### src/rtl/mem_arb_pkg.sv
// Shared definitions for the memory port arbiter: FSM states, op encoding, default widths.
package mem_arb_pkg;

   localparam int DEF_ADDR_W  = 6;
   localparam int DEF_BLOCK_W = 32;

   typedef enum logic [1:0] {
      IDLE  = 2'd0,
      ISSUE = 2'd1,
      DONE  = 2'd2
   } arb_state_t;

   typedef enum logic {
      OP_READ  = 1'b0,
      OP_WRITE = 1'b1
   } arb_op_t;

endpackage

### src/rtl/rr_grant.sv
// Combinational round-robin selector: first requester at or after ptr, wrapping modulo N_PORTS.
module rr_grant #(
   parameter int N_PORTS = 2,
   parameter int PTR_W   = 1
)(
   input  logic [N_PORTS-1:0] req,
   input  logic [PTR_W-1:0]   ptr,
   output logic [PTR_W-1:0]   grant,
   output logic               any
);

   function automatic logic [PTR_W-1:0] wrap_add(input logic [PTR_W-1:0] base, input int off);
      int sum;
      sum = int'(base) + off;
      if (sum >= N_PORTS) sum = sum - N_PORTS;
      return PTR_W'(sum);
   endfunction

   // scan from farthest to nearest so the nearest requester after ptr wins
   always_comb begin
      grant = '0;
      any   = |req;
      for (int off = N_PORTS - 1; off >= 0; off--) begin
         if (req[wrap_add(ptr, off)]) grant = wrap_add(ptr, off);
      end
   end

endmodule

### src/rtl/mem_port_arbiter.sv
// Serialises block transfers from N cache controllers onto one busywait memory port,
// round-robin fair, returning read data and busywait to the granted requester.
module mem_port_arbiter
   import mem_arb_pkg::*;
#(
   parameter int N_PORTS = 2,
   parameter int ADDR_W  = DEF_ADDR_W,
   parameter int BLOCK_W = DEF_BLOCK_W
)(
   input  logic                       CLK,
   input  logic                       RESET,
   input  logic [N_PORTS-1:0]         REQ_READ,
   input  logic [N_PORTS-1:0]         REQ_WRITE,
   input  logic [N_PORTS*ADDR_W-1:0]  REQ_ADDRESS,
   input  logic [N_PORTS*BLOCK_W-1:0] REQ_WRITEDATA,
   output logic [BLOCK_W-1:0]         REQ_READDATA,
   output logic [N_PORTS-1:0]         REQ_BUSYWAIT,
   output logic                       MEM_READ,
   output logic                       MEM_WRITE,
   output logic [ADDR_W-1:0]          MEM_ADDRESS,
   output logic [BLOCK_W-1:0]         MEM_WRITEDATA,
   input  logic [BLOCK_W-1:0]         MEM_READDATA,
   input  logic                       MEM_BUSYWAIT
);

   localparam int PTR_W = (N_PORTS > 1) ? $clog2(N_PORTS) : 1;

   arb_state_t         state, state_next;
   arb_op_t            op;
   logic [PTR_W-1:0]   ptr, grant, sel;
   logic               any_req, first_cycle, mem_done;
   logic [N_PORTS-1:0] requesting;
   logic [ADDR_W-1:0]  addr_q;
   logic [BLOCK_W-1:0] wdata_q, rdata_q;

   function automatic logic [PTR_W-1:0] next_ptr(input logic [PTR_W-1:0] g);
      if (int'(g) == N_PORTS - 1) return '0;
      return g + 1'b1;
   endfunction

   // a simultaneous read+write counts as a write, but both mark the port as requesting
   assign requesting = REQ_READ | REQ_WRITE;

   rr_grant #(.N_PORTS(N_PORTS), .PTR_W(PTR_W)) u_rr_grant (
      .req   (requesting),
      .ptr   (ptr),
      .grant (sel),
      .any   (any_req)
   );

   // memory busywait is not trusted in the first ISSUE cycle (memory has not seen the strobe yet)
   assign mem_done = (state == ISSUE) && !first_cycle && !MEM_BUSYWAIT;

   assign MEM_ADDRESS   = addr_q;
   assign MEM_WRITEDATA = wdata_q;
   assign REQ_READDATA  = rdata_q;

   // FSM state register
   always_ff @(posedge CLK) begin
      if (RESET) state <= IDLE;
      else       state <= state_next;
   end

   // next-state and memory strobes
   always_comb begin
      state_next = state;
      MEM_READ   = 1'b0;
      MEM_WRITE  = 1'b0;
      case (state)
         IDLE:    if (any_req) state_next = ISSUE;
         ISSUE: begin
            MEM_READ  = (op == OP_READ);
            MEM_WRITE = (op == OP_WRITE);
            if (mem_done) state_next = DONE;
         end
         DONE:    state_next = IDLE;
         default: state_next = IDLE;
      endcase
   end

   // latch the winning request, capture read data on completion, advance ptr after DONE
   always_ff @(posedge CLK) begin
      if (RESET) begin
         ptr         <= '0;
         grant       <= '0;
         op          <= OP_READ;
         addr_q      <= '0;
         wdata_q     <= '0;
         rdata_q     <= '0;
         first_cycle <= 1'b0;
      end else begin
         first_cycle <= 1'b0;
         if (state == IDLE && any_req) begin
            grant       <= sel;
            op          <= REQ_WRITE[sel] ? OP_WRITE : OP_READ;
            addr_q      <= REQ_ADDRESS[int'(sel)*ADDR_W +: ADDR_W];
            wdata_q     <= REQ_WRITEDATA[int'(sel)*BLOCK_W +: BLOCK_W];
            first_cycle <= 1'b1;
         end
         // completes even if the requester withdrew; the data is simply not consumed
         if (mem_done && op == OP_READ) rdata_q <= MEM_READDATA;
         if (state == DONE) ptr <= next_ptr(grant);
      end
   end

   // every requester stalls except the granted one during its DONE cycle
   always_comb begin
      REQ_BUSYWAIT = requesting;
      for (int i = 0; i < N_PORTS; i++) begin
         if (state == DONE && int'(grant) == i) REQ_BUSYWAIT[i] = 1'b0;
      end
   end

endmodule

### config.mk
export PLATFORM = sky130hd
export DESIGN_NAME = mem_port_arbiter
export DESIGN_NICKNAME = d
export VERILOG_FILES = /design/src/rtl/mem_arb_pkg.sv /design/src/rtl/rr_grant.sv /design/src/rtl/mem_port_arbiter.sv
export SDC_FILE = /design/constraint.sdc
export NUM_CORES = 1
export LEC_CHECK = 0
export ABC_AREA = 1
export CORE_MARGIN = 10
export CORE_UTILIZATION = 57
export DETAILED_ROUTE_END_ITERATION = 10
export DONT_BUFFER_PORTS = 1
export GPL_TIMING_DRIVEN = 0
export MAX_ROUTING_LAYER = met4
export PLACE_DENSITY = 0.78
export SYNTH_ARGS = -nofsm -noshare
export SYNTH_HDL_FRONTEND = slang
export SYNTH_SLANG_ARGS = --single-unit
### constraint.sdc
create_clock -name CLK -period 1.4 [get_ports CLK]
set_clock_uncertainty 0.2 [all_clocks]
set_input_delay 0.42 -clock CLK [delete_from_list [all_inputs] [get_ports CLK]]
set_output_delay 0.42 -clock CLK [all_outputs]
set_load 0.1 [all_outputs]
Word level (Yosys, flattened, before mapping)

Index checks and enable logic that the tools add are counted.

Output and inout bits: 74
Word-level logic and storage cells: 62
Bits in registers: 76

Equality and inequality tests: 4
Shift operators: 2
Order comparisons: 5
Add/sub/neg operators: 4
Bitwise gates (word level): 3
Muxes and demuxes: 24
Multipliers: 1
Reductions and logical operators: 11

Operator list:

| cell                  | count |
|---|---|
| $shiftx A64 B7 Y32    | 1 |
| $mux W1               | 21 |
| $shiftx A12 B5 Y6     | 1 |
| $logic_and A1 B1 Y1   | 6 |
| $lt A1 B2 Y1 const B  | 3 |
| $mux W2               | 2 |
| $ne A2 B2 Y1 const B  | 2 |
| $pmux W2 S2           | 1 |
| $mul A1 B2 Y3 const B | 1 |
| $add A1 B1 Y2 const B | 1 |
| $eq A2 B1 Y1 const B  | 1 |
| $eq A2 B2 Y1 const B  | 1 |
| $ge A1 B2 Y1 const B  | 1 |
| $ge A2 B2 Y1 const B  | 1 |
| $logic_not A1 Y1      | 2 |
| $logic_not A2 Y1      | 1 |
| $not A1 Y1            | 2 |
| $or A2 B2 Y2          | 1 |
| $reduce_and A2 Y1     | 1 |
| $reduce_or A2 Y1      | 1 |
| $sub A1 B1 Y1 const B | 2 |
| $add A1 B1 Y1 const B | 1 |

Longest topological paths before layout

Gate-level depths: netlist of the first run.

Word-level depth: 10
Depth in mapped cells: 9
Mapped depth without buffers: 7

By module

From an unflattened synthesis of the first run, not the netlist that was laid out.

Cells, all modules: 544
Area, all modules: 3,530.9 um2

By module, submodules not included:

| module           | cells each | area each (um2) | sequential area each (um2) | times used |
|---|---|---|---|---|
| mem_port_arbiter | 540        | 3,512.1         | 1,521.5                    | 1 |
| rr_grant         | 4          | 18.8            | 0.0                        | 1 |

Worst setup path after synthesis of the first run

Ideal clock, no wire load.

Kind: register -> output
Start point: register state[0]
End point: output MEM_READ
Data required time: 0.780 ns
Arrival: 1.847 ns
Stages on the path, launching flop included: 5
Path buffers: 0
Slack: -1.067 ns
Path through: dfxtp_1 -> inv_2 -> nor2_2 -> inv_1 -> nor2_1

Cells in the longest elaborated chain, start to end: 2

Ends and longest elaborated chain:

| element                | line                   | RTL |
|---|---|---|
| start, declared        | mem_port_arbiter.sv:28 | `arb_state_t state, state_next;` |
| start signal, assigned | mem_port_arbiter.sv:61 | `else state <= state_next;` |
| $eq A2 B1 Y1           | mem_port_arbiter.sv:69 | `case (state)` |
| $mux W1                | mem_port_arbiter.sv:69 |  |
| end, declared          | mem_port_arbiter.sv:18 | `output logic MEM_READ,` |

No other way between the ends.

Final worst setup path of the first run

Ends and elaborated chain as after synthesis.

==> impl_metrics.yaml, run 1 <==
status:
  status: "finished, violations left"
  violations: "negative setup slack"
cts:
  clkTransAtPathRegs_ps: 90
  cts_buffers: 9
  cts_buffer_depth: 2
  cts_tree: "built"
  cts-root-buf: "clkbuf_8"
  clock_sinks: 76
  htreeDepth: 3
  clk_latency_ps: 340
timing:
  worst_slew_pin_slew_ps: 638.3
  rsz0062_at_grt: "true"
  slew_viol_final: 0
  finalHoldViolCount: 0
  relSlewSlack: 0.5735
  period_needed_ps: 2082
  setup_slack_ps: -682.2
  report.final.setup_viol: 125
  fin_crit_sh: 1.487
  hold_ws_ps: 19.01
  max_freq_ghz: 0.4803
die:
  io_pins: 189
  dieArea_um2: 10110
  die_h_um: 100.6
  rows: 29
  die_x_um: 100.6
  core_area_um2: 6314
  initial_utilization: 0.5858
logic_synthesis:
  synth_edf_count: 0
  syn-instance-count: 596
  syn_area_um2: 3699
  seq_area_frac_synth: 0.4114
  yosys-top-cells-area: "dfxtp_1 (41%), nor2_1 (15%), nand2_1 (12%)"
  synth_largest_area_cell: "dfxtp_1"
  yosys_warnings: 0
  async_reset_ff_frac: 0
  yosysMostFrequentCell: "nor2_1"
  synth_fp_nets: 711
  ys.flop_type: "dfxtp_1"
  netlist.area_leader.share: 0.4114
  yosys.cell_types.count: 22
  synth_seq_cells: 76
  synth_common_cells: "nor2_1 (150), nand2_1 (118), inv_1 (85)"
  avgSynthCellArea_um2: 6.206
critical_path:
  crit_type: "register to primary output"
  r2r_setup_slack_ps: -240
  slowest_stage: "nor2_4"
  cp.required_ps: 780
  crit_buf_inv: 2
  max_stage_delay_ps: 520
  path_cells: "inv_2, nor2_4, inv_2, nor2_4"
  cp_max_fo: 3
  arrival_ps: 1460
  cp-start-kind: "register"
  critPathTopFamily: "simple AND/OR/NAND/NOR gates"
  end_kind: "primary output"
cells_and_area:
  fillers: 523
  fin_util: 0.7442
  area_growth_pct: 27.03
  antennaDiodeCount: 0
  fin_nets: 736
  drive_above_1_share: 0.2700
  final_cells: 703
global_route:
  grt_pass1_wl_mm: 17.47
  antenna_found_initial: 0
  grtUsageTotal: 0.2196
  grt_overflow: 0
  grt_max_degree: 20
  grt_pass1_vias: 3482
power:
  clkPwrFrac: 0.260
  peakVddDrop_mv: 0.9676
  p_leak_nw: 2.211
  internal_power_w: 0.003916
  p_per_area_nw_per_um2: 1536
  p_total_w: 0.007215
  comb_power_share: 0.173
  p_sw_frac: 0.4573
  p_seq_frac: 0.567
  p_switching_w: 0.003299
detailed_routing:
  postRouteAntennaNets: 0
  drt_iter0_drc: 163
  wl_per_cell_um: 16.48
  num_vias: 3599
  vias_per_cell: 5.119
  first_pass_iters: 5
  drc: 0
  wirelength_mm: 11.59
placement:
  placed_cells: 673
  place_congestion: 0.8028
  dpl.hpwl_mm: 8.449
  port_buffers: 0
min_path:
  hold_class: "primary input to register"
run:
  drv_cap: 0
## kinds of logic (layout without fill, tap and decap cells)
family	after synthesis	count (layout)	synth area share
and+or+nand+nor	315	316	0.3393
buffers and inverters	127	156	0.1417
AOI/OAI and AO/OA	78	78	0.1076
DFF	76	76	0.4114
## layout make-up
type	count	area [um2]	area share
multi-input combinational	394	1808	0.3848
clock inverter	7	96.34	0.02051
inverter	90	355.3	0.07563
sequential	76	1794	0.3819
tap	77	96.34	0.02051
timing repair buffer	14	143.9	0.03063
buffer	36	280.3	0.05965
clock buffer	9	123.9	0.02636
## layout by cell type (no fill, tap or decap), drive strengths merged
cell	Yosys	routed
nor2	153	153
nand2	119	119
inv	89	90
dfxtp	76	76
a21oi	42	42
nand3	39	40
o21ai	35	35
buf	20	34
clkbuf	17	24
clkinvlp	0	3
bufinv	0	2
nor3	2	2
clkinv	1	2
or2	1	1
a31o	1	1
nand3b	1	1
dlygate4sd3	0	1
## sequential cells by signal, summed over array words and instances (netlist names)
name,flops
ptr,1
op,1
REQ_READDATA,32
MEM_WRITEDATA,32
first_cycle,1
MEM_ADDRESS,6
grant,1
state,2
## through the flow
stage          instance area [um2]  setup slack [ps]  TNS [ps]
2_1_floorplan                 3872            -279.5     -1382
3_3_place_gp                  3969            -336.7     -9003
3_5_place_dp                  3969            -352.8    -10450
4_1_cts                       4646            -689.1    -16020
5_1_grt                       4698            -741.1    -23950
6_report                      4698            -682.2    -16900
## path summary, 6_finish.rpt
check / end / cells past startpoint / startpoint
worst max-delay path: MEM_READ / 4 / state[0]
worst min-delay path: REQ_READDATA[16] / 2 / MEM_READDATA[16]
worst max register to register: REQ_READDATA[5] / 8 / state[0]
worst min register to register: grant / 2 / grant
## power by group through the flow
stage / registers (W) / clock network [W] / logic, W
6_report: 0.00409 / 0.00187 / 0.00125
3_5_place_dp: 0.00417 / 0 / 0.00107
5_1_grt: 0.00412 / 0.00199 / 0.00142
4_1_cts: 0.00410 / 0.00189 / 0.00120
3_3_place_gp: 0.00416 / 0 / 0.00105
2_1_floorplan: 0.00409 / 0 / 0.000903
## layer usage
metal	routed length, um	GRT usage
met1	4495	0.2333
met2	5897	0.3724
met3	1094	0.08162
met4	99	0.06630
met5	0	-
## timing repair
action,in CTS,in global routing
setup buffers,7,0
hold buffers,1,0
endpoints found under the setup margin,135,147
hold endpoints to repair,4,0
resized for setup,145,22
pin swaps,28,11
gates cloned,7,0
No activity file was read; power rests on OpenSTA's default activity.
==> inputs of run 2 (changes only) <==
==> constraint.sdc (replaced) <==
create_clock -name CLK -period 1.4 [get_ports CLK]
set_clock_uncertainty 0.2 [all_clocks]
set_input_delay 0.21 -clock CLK [delete_from_list [all_inputs] [get_ports CLK]]
set_output_delay 0.21 -clock CLK [all_outputs]
set_load 0.1 [all_outputs]
==> impl_metrics.yaml, run 2 (synthesized netlist as in run 1, its figures left out) <==
critical_path:
  path_common_cell: "nor2_4"
  path_cells: "buf_6, nor2_4, inv_2, nor2_4"
  end_kind: "primary output"
  startpoint: "state[1]"
  cp-start-kind: "register"
  cp.required_ps: 990
  max_stage_delay_ps: 510
  critPathTopFamily: "simple AND/OR/NAND/NOR gates"
  r2r_start: "state[1]"
  crit_type: "register to primary output"
  slowest_stage: "nor2_4"
  cp_max_fo: 4
  arrival_ps: 1570
  crit_buf_inv: 2
die:
  core_area_um2: 6314
  io_pins: 189
  initial_utilization: 0.5858
  rows: 29
  dieArea_um2: 10110
  die_h_um: 100.6
  die_x_um: 100.6
timing:
  fin_crit_sh: 1.413
  worst_slew_pin_slew_ps: 652.1
  slew_viol_final: 0
  period_needed_ps: 1978
  rsz0062_at_grt: "true"
  finalHoldViolCount: 0
  max_freq_ghz: 0.5055
  fin_tns_setup_ps: -14580
  setup_slack_ps: -578.2
  relSlewSlack: 0.5642
  report.final.setup_viol: 76
cts:
  clkTransAtPathRegs_ps: 90
  htreeDepth: 3
  cts_tree: "built"
  cts_buffers: 9
  cts-root-buf: "clkbuf_8"
  clock_sinks: 76
  cts_buffer_depth: 2
  clk_latency_ps: 360
placement:
  placed_cells: 673
  port_buffers: 0
  place_congestion: 0.8164
  dpl.hpwl_mm: 8.490
detailed_routing:
  wl_met1_mm: 5.397
  first_pass_iters: 8
  top_layer: "met4"
  wl_per_cell_um: 21.37
  drc: 0
  wirelength_mm: 17.50
  wl_met2_mm: 8.803
  num_vias: 4815
  vias_per_cell: 5.879
  postRouteAntennaNets: 0
  wl_met3_mm: 2.140
  drt_iter0_drc: 385
power:
  peakVddDrop_mv: 1.352
  p_per_area_nw_per_um2: 1333
  p_leak_nw: 2.666
global_route:
  grtUsageTotal: 0.3293
  grt_max_degree: 15
  grt_pass1_wl_mm: 25.63
  antenna_found_initial: 2
  grt_overflow: 0
  grt_pass1_vias: 4871
cells_and_area:
  multi_input_area_um2: 1785
  fillers: 241
  area_growth_pct: 56.77
  final_cells: 819
  layout_commonest_cell: "nor2_1"
  ff_latch_area_um2: 1790
  fin_util: 0.9184
  drive_above_1_share: 0.2270
  fin_nets: 850
  final_cell_mix: "nor2_1 (143), nand2_1 (118), dlygate4sd3_1 (113), inv_1 (79), dfxtp_4 (71)"
status:
  violations: "negative setup slack"
  status: "finished, violations left"
min_path:
  hold_start: "REQ_READ[0]"
  hold_class: "primary input to register"
run:
  drv_cap: 0
-- run 2: cell type report --
| class | count | area share |
|---|---|---|
| Multi-Input combinational cell | 394 | 0.3079 |
| Antenna cell | 2 | 0.0008632 |
| Buffer | 37 | 0.04726 |
| Clock buffer | 9 | 0.02136 |
| Timing Repair Buffer | 127 | 0.2195 |
| Tap cell | 77 | 0.01662 |
| Clock inverter | 7 | 0.01683 |
| Sequential cell | 76 | 0.3088 |
| Inverter | 90 | 0.06085 |
-- run 2: worst paths after layout --
kind	end	slack, ps	cells past startpoint
max reg2reg	REQ_READDATA[30]	-400	7
min	op	80	5
max	MEM_WRITE	-580	4
min reg2reg	grant	300	2
-- run 2: timing repair --
action | CTS | global route
cloned | 7 | 0
setup buffers | 7 | 2
setup endpoints to repair | 143 | 77
hold buffers | 113 | 0
gates resized for setup | 149 | 27
endpoints found under the hold margin | 75 | 0
pin swaps | 35 | 10
-- run 2: where the power goes --
group / internal, W / switching, W / total, W
clock: 0.00101 / 0.000920 / 0.00193
combinational: 0.000687 / 0.000997 / 0.00168
sequential: 0.00242 / 0.00169 / 0.00411
total: 0.00412 / 0.00361 / 0.00773
-- run 2: worst min-delay path, delay by kind of cell --
kind	cells	cell delay, ps
AND/OR/NAND/NOR	4	310
AO/OA/AOI/OAI	1	70
-- run 2: stage by stage --
stage               cell area [um2]  hold slack, ps  setup slack, ps  total power (W)
floorplan                      3809           79.07           -134.3         0.004976
global placement               3905           81.20           -208.4         0.005180
detailed placement             3905           84.89           -228.5         0.005218
CTS                            5715           16.54           -512.3         0.007452
global route                   5798           81.27           -602.0         0.007939
finish                         5798           83.00           -578.2         0.007728
-- run 2: metal layers --
| metal | vias up | GRT usage |
|---|---|---|
| li1 | 2087 | - |
| met1 | 2186 | 0.3137 |
| met2 | 427 | 0.5762 |
| met3 | 115 | 0.1097 |
| met4 | 0 | 0.1761 |
| met5 | - | - |
==> inputs of run 3 (changes only) <==
Settings changed: CORE_UTILIZATION 57 to 60, HOLD_SLACK_MARGIN from default to 0.1, PLACE_DENSITY 0.78 to 0.79.
Clock period 1.4 ns to 2.2 ns, I/O delays scaled along.
==> impl_metrics.yaml, run 3 (synthesized netlist as in run 1, its figures left out) <==
power:
  p_leak_nw: 2.519
  peakVddDrop_mv: 0.6009
  p_per_area_nw_per_um2: 896.7
  p_total_w: 0.004646
cells_and_area:
  final_cells: 806
  ff_latch_area_um2: 1521
  fin_util: 0.8700
  area_growth_pct: 40.09
  final_cell_mix: "nor2_1 (148), nand2_1 (118), dlygate4sd3_1 (113), inv_1 (84), dfxtp_1 (76)"
  layout_commonest_cell: "nor2_1"
  fin_nets: 839
  fillers: 357
  drive_above_1_share: 0.07956
  multi_input_area_um2: 1662
critical_path:
  slowest_stage: "nor2_2"
  path_common_cell: "nor2_2"
  cp.required_ps: 1670
  crit_buf_inv: 2
  r2r_setup_slack_ps: 30
  cp_max_fo: 4
  cp-start-kind: "register"
  path_cells: "inv_2, nor2_2, inv_1, nor2_2"
  max_stage_delay_ps: 840
  critPathTopFamily: "simple AND/OR/NAND/NOR gates"
  arrival_ps: 1880
  crit_type: "register to primary output"
  end_kind: "primary output"
global_route:
  grtUsageMet3: 0.09358
  antenna_found_initial: 2
  grtUsageTotal: 0.2784
  grt_max_degree: 14
  grt_use_met1: 0.2786
  top_usage_layer: "met2"
  grt_pass1_wl_mm: 21.70
  grt_pass1_vias: 4284
  grt_util_met2: 0.4740
  grt_overflow: 0
cts:
  cts_buffer_depth: 2
  htreeDepth: 3
  cts-root-buf: "clkbuf_8"
  clkTransAtPathRegs_ps: 80
  clock_sinks: 76
  cts_tree: "built"
  clk_latency_ps: 340
  cts_buffers: 9
detailed_routing:
  num_vias: 4404
  drt_iter0_drc: 302
  postRouteAntennaNets: 0
  drc: 0
  vias_per_cell: 5.464
  wl_per_cell_um: 17.74
  first_pass_iters: 5
  wirelength_mm: 14.30
timing:
  fin_crit_sh: 1.096
  slew_viol_final: 0
  hold_ws_ps: 141.7
  max_freq_ghz: 0.4148
  worst_slew_pin_slew_ps: 1108
  period_needed_ps: 2411
  finalHoldViolCount: 0
  relSlewSlack: 0.2605
  rsz0062_at_grt: "true"
  report.final.setup_viol: 2
  setup_slack_ps: -210.6
status:
  status: "finished, violations left"
  violations: "negative setup slack"
run:
  drv_cap: 0
placement:
  port_buffers: 0
  dpl.hpwl_mm: 8.462
  place_congestion: 0.8609
  placed_cells: 671
  place_ws_ps: 135.2
die:
  die_h_um: 98.51
  dieArea_um2: 9704
  initial_utilization: 0.6210
  io_pins: 189
  rows: 28
  die_x_um: 98.51
  core_area_um2: 5956
min_path:
  hold_class: "primary input to register"
## run 3: what timing repair did
item / CTS / global route
endpoints found under the setup margin: 3 / 24
hold buffers: 113 / 0
setup buffers: 0 / 4
resized for setup: 1 / 12
pin swaps: 0 / 1
hold endpoints to repair: 75 / 0
## run 3: path summary, 6_finish.rpt
path	start	endpoint	depth (start not counted)
worst max-delay path	state[0]	MEM_READ	4
worst min-delay path	MEM_BUSYWAIT	REQ_READDATA[23]	4
worst max register to register	ptr	MEM_WRITEDATA[30]	8
worst min register to register	grant	grant	2
## run 3: power breakdown
part	total, W	internal (W)	switching (W)
registers	0.00258	0.00152	0.00107
logic	0.000998	0.000452	0.000546
clock network	0.00107	0.000525	0.000542
total	0.00465	0.00249	0.00215
## run 3: stage by stage
step	setup TNS (ps)	cell area (um2)
6_report	-407.6	5181
5_1_grt	-720.0	5181
4_1_cts	-444.0	5125
3_5_place_dp	0	3797
3_3_place_gp	-585.8	3792
2_1_floorplan	-354.3	3699
## run 3: metal layers
layer | share of wire | wire, um
met5 | 0 | 0
met4 | 0.043 | 614
met3 | 0.12 | 1758
met2 | 0.49 | 7055
met1 | 0.34 | 4874
## run 3: cell type report
class,count,area share
Sequential cell,76,0.2936
Timing Repair Buffer,117,0.2241
Inverter,90,0.06593
Tap cell,75,0.01811
Multi-Input combinational cell,393,0.3207
Clock inverter,6,0.01256
Clock buffer,10,0.02463
Buffer,37,0.03936
Antenna cell,2,0.0009660
## run 3: tightest hold or removal path: stages
cell     delay, ps
nor2_1          30
nand3_2        130
o21ai_0         90
nor2_1          80
